<file path="config.mk">
export PLATFORM = sky130hd
export DESIGN_NAME = flop_stim_cmp
export DESIGN_NICKNAME = d
export VERILOG_FILES = /design/src/rtl/flop_stim_pkg.sv /design/src/rtl/flop_stim_lfsr.sv /design/src/rtl/flop_stim_cmp.sv
export SDC_FILE = /design/constraint.sdc
export NUM_CORES = 1
export LEC_CHECK = 0
export ABC_AREA = 1
export ABC_CLOCK_PERIOD_IN_PS = 2600
export CORE_MARGIN = 2
export CORE_UTILIZATION = 50
export CTS_CLUSTER_DIAMETER = 40
export DETAILED_ROUTE_END_ITERATION = 10
export GPL_ROUTABILITY_DRIVEN = 0
export PLACE_DENSITY = 0.7
export SETUP_SLACK_MARGIN = 0.2
export SLEW_MARGIN = 10
export SYNTH_ARGS = -nofsm -noshare
export SYNTH_HDL_FRONTEND = slang
export SYNTH_SLANG_ARGS = --single-unit
</file>
<file path="constraint.sdc">
create_clock -name clk -period 2.6 [get_ports clk]
set_input_delay 0.39 -clock clk [delete_from_list [all_inputs] [get_ports clk]]
set_output_delay 0.39 -clock clk [all_outputs]
set_load 0.02 [all_outputs]
</file>
<file path="src/rtl/flop_stim_pkg.sv">
// Shared types and helpers for the flop systest stimulus/compare stage.
// FSM state encoding, LFSR constants and bit-rotation/LFSR step functions.
package flop_stim_pkg;

  typedef enum logic [1:0] {
    ST_IDLE  = 2'd0,
    ST_RUN   = 2'd1,
    ST_DRAIN = 2'd2,
    ST_DONE  = 2'd3
  } state_e;

  localparam logic [15:0] LFSR_TAPS = 16'hB400;
  localparam logic [15:0] NOFAIL    = 16'hFFFF;

  function automatic logic [15:0] ror16(input logic [15:0] v, input int unsigned n);
    logic [31:0] dbl;
    dbl = {v, v} >> (n % 32'd16);
    return dbl[15:0];
  endfunction

  function automatic logic [15:0] lfsr_step(input logic [15:0] v);
    return {1'b0, v[15:1]} ^ (v[0] ? LFSR_TAPS : 16'h0000);
  endfunction

endpackage

</file>
<file path="src/rtl/flop_stim_lfsr.sv">
// 16-bit Galois LFSR: loads SEED on reset or load, advances on shift.
module flop_stim_lfsr
  import flop_stim_pkg::*;
#(
  parameter logic [15:0] SEED = 16'hACE1
) (
  input  logic        clk,
  input  logic        rst_n,
  input  logic        load,
  input  logic        shift,
  output logic [15:0] value
);

  logic [15:0] lfsr_r;

  // LFSR state register; load has priority over shift
  always_ff @(posedge clk or negedge rst_n) begin
    if (!rst_n) begin
      lfsr_r <= SEED;
    end else if (load) begin
      lfsr_r <= SEED;
    end else if (shift) begin
      lfsr_r <= lfsr_step(lfsr_r);
    end else begin
      lfsr_r <= lfsr_r;
    end
  end

  assign value = lfsr_r;

endmodule

</file>
<file path="src/rtl/flop_stim_cmp.sv">
// Drives LFSR stimulus into a spec/impl flop pair and compares their outputs.
// Optional macro FLOP_STIM_HOLD_EN adds a hold input that freezes RUN/DRAIN progress.
module flop_stim_cmp
  import flop_stim_pkg::*;
#(
  parameter int          SIZE    = 4,
  parameter int          NCYCLES = 64,
  parameter int          DRAIN   = 3,
  parameter int          WARMUP  = 2,
  parameter logic [15:0] SEED    = 16'hACE1
) (
  input  logic            clk,
  input  logic            rst_n,
  input  logic            start,
`ifdef FLOP_STIM_HOLD_EN
  input  logic            hold,
`endif
  output logic [SIZE-1:0] d1,
  output logic [SIZE-1:0] d2,
  output logic [SIZE-1:0] d3,
  output logic            en,
  input  logic [SIZE-1:0] q_spec,
  input  logic [SIZE-1:0] q_impl,
  output logic            busy,
  output logic            done,
  output logic            pass,
  output logic [15:0]     mismatch_count,
  output logic [15:0]     first_fail_cycle
);

  localparam logic [15:0] CYC_LAST   = 16'(NCYCLES - 1);
  localparam logic [15:0] DRAIN_LAST = (DRAIN > 0) ? 16'(DRAIN - 1) : 16'h0000;
  localparam logic [15:0] WARM_CYC   = 16'(WARMUP);

  if (SIZE < 1 || SIZE > 16) begin : g_bad_size
    $error("flop_stim_cmp: SIZE must be 1..16");
  end
  if (NCYCLES < 1 || NCYCLES > 65535) begin : g_bad_ncycles
    $error("flop_stim_cmp: NCYCLES must be 1..65535");
  end
  if (DRAIN < 0 || WARMUP < 0 || (NCYCLES + DRAIN) > 65535) begin : g_bad_drain
    $error("flop_stim_cmp: NCYCLES + DRAIN must not exceed 65535");
  end
  if (SEED == 16'h0000) begin : g_bad_seed
    $error("flop_stim_cmp: SEED must be nonzero");
  end

  state_e          state_r, state_s;
  logic [15:0]     cyc_r, dcnt_r;
  logic [SIZE-1:0] d1_r, d2_r, d3_r;
  logic            en_r, busy_r, done_r, pass_r;
  logic [15:0]     mcnt_r, ffc_r;
  logic [15:0]     lfsr_s;
  logic            hold_s, start_ok_s, active_s, shift_s, cmp_en_s, miss_s, enter_done_s;

`ifdef FLOP_STIM_HOLD_EN
  assign hold_s = hold;
`else
  assign hold_s = 1'b0;
`endif

  flop_stim_lfsr #(.SEED(SEED)) u_lfsr (
    .clk   (clk),
    .rst_n (rst_n),
    .load  (start_ok_s),
    .shift (shift_s),
    .value (lfsr_s)
  );

  // Next-state and per-cycle control decode
  always_comb begin
    state_s      = state_r;
    start_ok_s   = 1'b0;
    active_s     = 1'b0;
    shift_s      = 1'b0;
    cmp_en_s     = 1'b0;
    miss_s       = 1'b0;
    enter_done_s = 1'b0;
    case (state_r)
      ST_IDLE: begin
        if (start) begin
          start_ok_s = 1'b1;
          state_s    = ST_RUN;
        end else begin
          state_s = ST_IDLE;
        end
      end
      ST_RUN: begin
        if (hold_s) begin
          state_s = ST_RUN;
        end else begin
          active_s = 1'b1;
          shift_s  = 1'b1;
          cmp_en_s = (cyc_r >= WARM_CYC);
          if (cyc_r == CYC_LAST) begin
            state_s = (DRAIN == 0) ? ST_DONE : ST_DRAIN;
          end else begin
            state_s = ST_RUN;
          end
        end
      end
      ST_DRAIN: begin
        if (hold_s) begin
          state_s = ST_DRAIN;
        end else begin
          active_s = 1'b1;
          cmp_en_s = 1'b1;
          if (dcnt_r == DRAIN_LAST) begin
            state_s = ST_DONE;
          end else begin
            state_s = ST_DRAIN;
          end
        end
      end
      ST_DONE: begin
        if (start) begin
          start_ok_s = 1'b1;
          state_s    = ST_RUN;
        end else begin
          state_s = ST_DONE;
        end
      end
      default: begin
        state_s = ST_IDLE;
      end
    endcase
    // Case inequality so X/Z on either flop output is treated as a mismatch
    if (cmp_en_s) begin
      miss_s = (q_spec !== q_impl);
    end else begin
      miss_s = 1'b0;
    end
    if (state_s == ST_DONE && state_r != ST_DONE) begin
      enter_done_s = 1'b1;
    end else begin
      enter_done_s = 1'b0;
    end
  end

  // FSM state and status flag registers
  always_ff @(posedge clk or negedge rst_n) begin
    if (!rst_n) begin
      state_r <= ST_IDLE;
      busy_r  <= 1'b0;
      done_r  <= 1'b0;
    end else begin
      state_r <= state_s;
      busy_r  <= (state_s == ST_RUN) || (state_s == ST_DRAIN);
      done_r  <= (state_s == ST_DONE);
    end
  end

  // Cycle index and drain counters
  always_ff @(posedge clk or negedge rst_n) begin
    if (!rst_n) begin
      cyc_r  <= 16'h0000;
      dcnt_r <= 16'h0000;
    end else if (start_ok_s) begin
      cyc_r  <= 16'h0000;
      dcnt_r <= 16'h0000;
    end else if (active_s) begin
      cyc_r  <= cyc_r + 16'h0001;
      dcnt_r <= (state_r == ST_DRAIN) ? dcnt_r + 16'h0001 : 16'h0000;
    end else begin
      cyc_r  <= cyc_r;
      dcnt_r <= dcnt_r;
    end
  end

  // Stimulus registers, driven from the LFSR value of the previous load/shift
  always_ff @(posedge clk or negedge rst_n) begin
    if (!rst_n) begin
      d1_r <= '0;
      d2_r <= '0;
      d3_r <= '0;
      en_r <= 1'b0;
    end else if (shift_s) begin
      d1_r <= SIZE'(lfsr_s);
      d2_r <= SIZE'(ror16(lfsr_s, 32'd5));
      d3_r <= ~SIZE'(lfsr_s);
      en_r <= lfsr_s[15];
    end else begin
      d1_r <= d1_r;
      d2_r <= d2_r;
      d3_r <= d3_r;
      en_r <= en_r;
    end
  end

  // Mismatch bookkeeping and final verdict
  always_ff @(posedge clk or negedge rst_n) begin
    if (!rst_n) begin
      mcnt_r <= 16'h0000;
      ffc_r  <= NOFAIL;
      pass_r <= 1'b0;
    end else if (start_ok_s) begin
      mcnt_r <= 16'h0000;
      ffc_r  <= NOFAIL;
      pass_r <= 1'b0;
    end else begin
      if (miss_s && mcnt_r != 16'hFFFF) begin
        mcnt_r <= mcnt_r + 16'h0001;
      end else begin
        mcnt_r <= mcnt_r;
      end
      if (miss_s && ffc_r == NOFAIL) begin
        ffc_r <= cyc_r;
      end else begin
        ffc_r <= ffc_r;
      end
      // Fold in a mismatch seen on the very cycle that enters DONE
      if (enter_done_s) begin
        pass_r <= (mcnt_r == 16'h0000) && !miss_s;
      end else begin
        pass_r <= pass_r;
      end
    end
  end

  assign d1               = d1_r;
  assign d2               = d2_r;
  assign d3               = d3_r;
  assign en               = en_r;
  assign busy             = busy_r;
  assign done             = done_r;
  assign pass             = pass_r;
  assign mismatch_count   = mcnt_r;
  assign first_fail_cycle = ffc_r;

endmodule

</file>
==> metrics.yaml <==
pwr:
  vdd_drop_max_uv: 650
  powerDensity_mw_per_mm2: 1020
  finalPower_mw: 6.23
  p_leak_nw: 2.80
sta:
  finalHoldViolCount: 0
  final.setup.worst_slack_ns: 0.390
  max_freq_ghz: 0.452
  slew_headroom_pct: 55.0
  setup_tns_ns: 0
  post-route-period-util_pct: 85.0
  period_minus_slack_ns: 2.21
  setup_viol: 0
  finalClockSkew_ns: 0.0126
  whs_ns: 0.0150
  rsz0062_at_grt: "yes"
  worstMarginPinSlew_ns: 0.674
  drv_slew: 0
route:
  dr.pass1.iters: 5
  route.detailed.drc: 0
  wl_um: 12000
  ant_nets: 0
  post_drt_wl_per_cell_um: 13.8
  drt_iter0_drc: 287
  vias: 4617
  via_per_inst: 5.32
floorplan:
  pin_count: 59
  die_area_mm2: 0.0112
  initial_core_util_pct: 50.9
  coreArea_mm2: 0.0102
  die_y_um: 106
  rows: 37
  fp.dieW_um: 106
setup_path:
  cpPeakStageDelay_ns: 0.42
  reg2reg_to: "pass"
  critPathBufInv: 1
  end_kind: "flip-flop"
  critPathLaunchType: "flip-flop"
  timing.rr.start: "cyc_r[1]"
  reg2reg_slack_ns: 0.39
  cpLargestDelayFamily: "simple AND/OR/NAND/NOR gates"
  slowest_stage: "dfrtp_1"
  crit_start: "cyc_r[1]"
  crit_type: "flip-flop to flip-flop"
  ff2ff_path_depth: 10
  crit_fanout: 5
  worst_ep_arrival_time_ns: 2.51
  cp.required_ns: 2.90
  cp.depth: 10
  crit_chain: "ha_1, inv_1, nor4_4, nand4_1, a21oi_1, ha_1, nand2_1, nor3_1, nand4_1, nand2_1"
final_layout:
  drive_above_1_share_pct: 9.29
  area_delta_synth_final_pct: 17.8
  layout.nets: 749
  fillers: 961
  layoutNonFillerInstCount: 868
  multi_input_area_mm2: 0.00236
  fin_util_pct: 59.9
  diodes: 0
  seqCellArea_mm2: 0.00248
  design_area_mm2: 0.00613
grt:
  antenna_found_initial: 0
  grt_overflow: 0
  grt_max_degree: 58
  grt_pass1_wl_um: 20800
  track_usage_pct: 22.5
  grt_pass1_vias: 4458
cts:
  numCtsBuffers: 9
  post_cts_buffers: 0
  root_buffer: "clkbuf_8"
  holdBufCountCts: 0
  clk_latency_ns: 0.36
  tritoncts: "built"
  htree_num_levels: 3
  cts_sinks: 98
  clk_pin_slew_ns: 0.10
  cts_buffer_depth: 2
  cts_resized: 0
status:
  status: "completed"
placement:
  dpl.cell_count: 852
  place_area_mm2: 0.00592
  numPortBuffers: 58
  dp_slack_ns: 0.269
  dpl.hpwl_um: 8410
yosys:
  syn_nets: 694
  synth_warnings: 0
  ys_seq_area_share_pct: 47.7
  syn_inst: 672
  ys_types: 35
  ys_seq_elements: 98
  syn_area_mm2: 0.00520
  synth_area_per_cell_um2: 7.74
worst_hold_path:
  min_path_type: "input port to asynchronous set/reset pin"
job:
  cap_viol_max_count: 0
[cell usage after synthesis]
| master | n | area share, % |
|---|---|---|
| nor2_1 | 69 | 5.0 |
| nand3_4 | 1 | 0.34 |
| o22ai_1 | 10 | 1.2 |
| inv_1 | 72 | 5.2 |
| or2_2 | 2 | 0.24 |
| xor2_1 | 11 | 1.9 |
| nand3_2 | 2 | 0.38 |
| nor2_4 | 3 | 0.65 |
| or2_0 | 1 | 0.12 |
| nand2_2 | 7 | 0.84 |
| nand2_1 | 194 | 14 |
| nand2_4 | 1 | 0.22 |
| xnor2_1 | 5 | 0.84 |
| o211ai_1 | 2 | 0.29 |
| dfrtp_1 | 74 | 36 |
| inv_2 | 2 | 0.14 |
| o21a_1 | 3 | 0.43 |
| a21oi_1 | 17 | 1.6 |
| and2_0 | 1 | 0.12 |
| nand3_1 | 60 | 5.8 |
| nor3_1 | 15 | 1.4 |
| ha_1 | 11 | 2.6 |
| buf_2 | 4 | 0.38 |
| a22oi_1 | 2 | 0.29 |
| dfstp_2 | 24 | 12 |
| o21bai_1 | 1 | 0.14 |
| nor2_2 | 1 | 0.12 |
| a22o_1 | 1 | 0.17 |
| nor4_1 | 4 | 0.48 |
| o31ai_1 | 1 | 0.14 |
| buf_1 | 5 | 0.36 |
| clkbuf_1 | 10 | 0.72 |
| nand4_1 | 22 | 2.6 |
| o21ai_0 | 32 | 3.1 |
| buf_6 | 2 | 0.43 |
[power by group]
part / switching, mW / internal, mW / leakage [nW]
registers: 0.459 / 2.10 / 1.23
logic: 1.59 / 1.08 / 1.47
clock network: 0.538 / 0.453 / 0.0988
total: 2.59 / 3.64 / 2.80
[how the worst max path moves through the flow]
stage               slack (ns)   end
finish                    0.39  pass
CTS                       0.23  pass
detailed placement        0.27  pass
global placement          0.30  pass
global route              0.16  pass
floorplan                 0.68  pass
[cell families after synthesis]
kind of cell / synth area share (%)
simple gates: 32.3
flops: 47.7
buf+inv: 7.24
compound gates: 7.38
xor+xnor: 2.69
fa+ha+maj: 2.64
[area by class of cell]
cell class,count,share of cell area [%]
repair buffers,65,10.5
flip-flops and latches,98,40.5
inverters,74,4.53
multi-input cells,479,38.6
well taps,136,2.78
clock inverters,5,0.980
clock buffers,11,2.14
[layer usage]
layer	track usage (%)	share of wire, %
met4	7.89	1.3
met3	2.76	3.4
met1	31.8	48
met2	35.9	47
met5	0	0
[placed cells by master, fill, tap and decap left out, types with 5 or more instances in the layout]
| cell type | count |
|---|---|
| xor2_1 | 11 |
| clkbuf_8 | 9 |
| buf_4 | 7 |
| nor2_1 | 67 |
| dfstp_2 | 24 |
| xnor2_1 | 5 |
| nor3_1 | 15 |
| ha_1 | 11 |
| nand4_1 | 22 |
| o22ai_1 | 10 |
| o21ai_0 | 32 |
| inv_1 | 72 |
| dfrtp_1 | 74 |
| nand2_2 | 7 |
| nand3_1 | 60 |
| a21oi_1 | 17 |
| nand2_1 | 194 |
| clkdlybuf4s50_1 | 57 |
[sequential cells by signal (all words and copies together), names as in the netlist]
name / flops
busy: 1
cyc_r: 16
d1: 4
d2: 4
d3: 4
dcnt_r: 16
done: 1
en: 1
first_fail_cycle: 16
mismatch_count: 16
pass: 1
state_r: 2
u_lfsr.value: 16
Power figures use the tool's default switching activity.
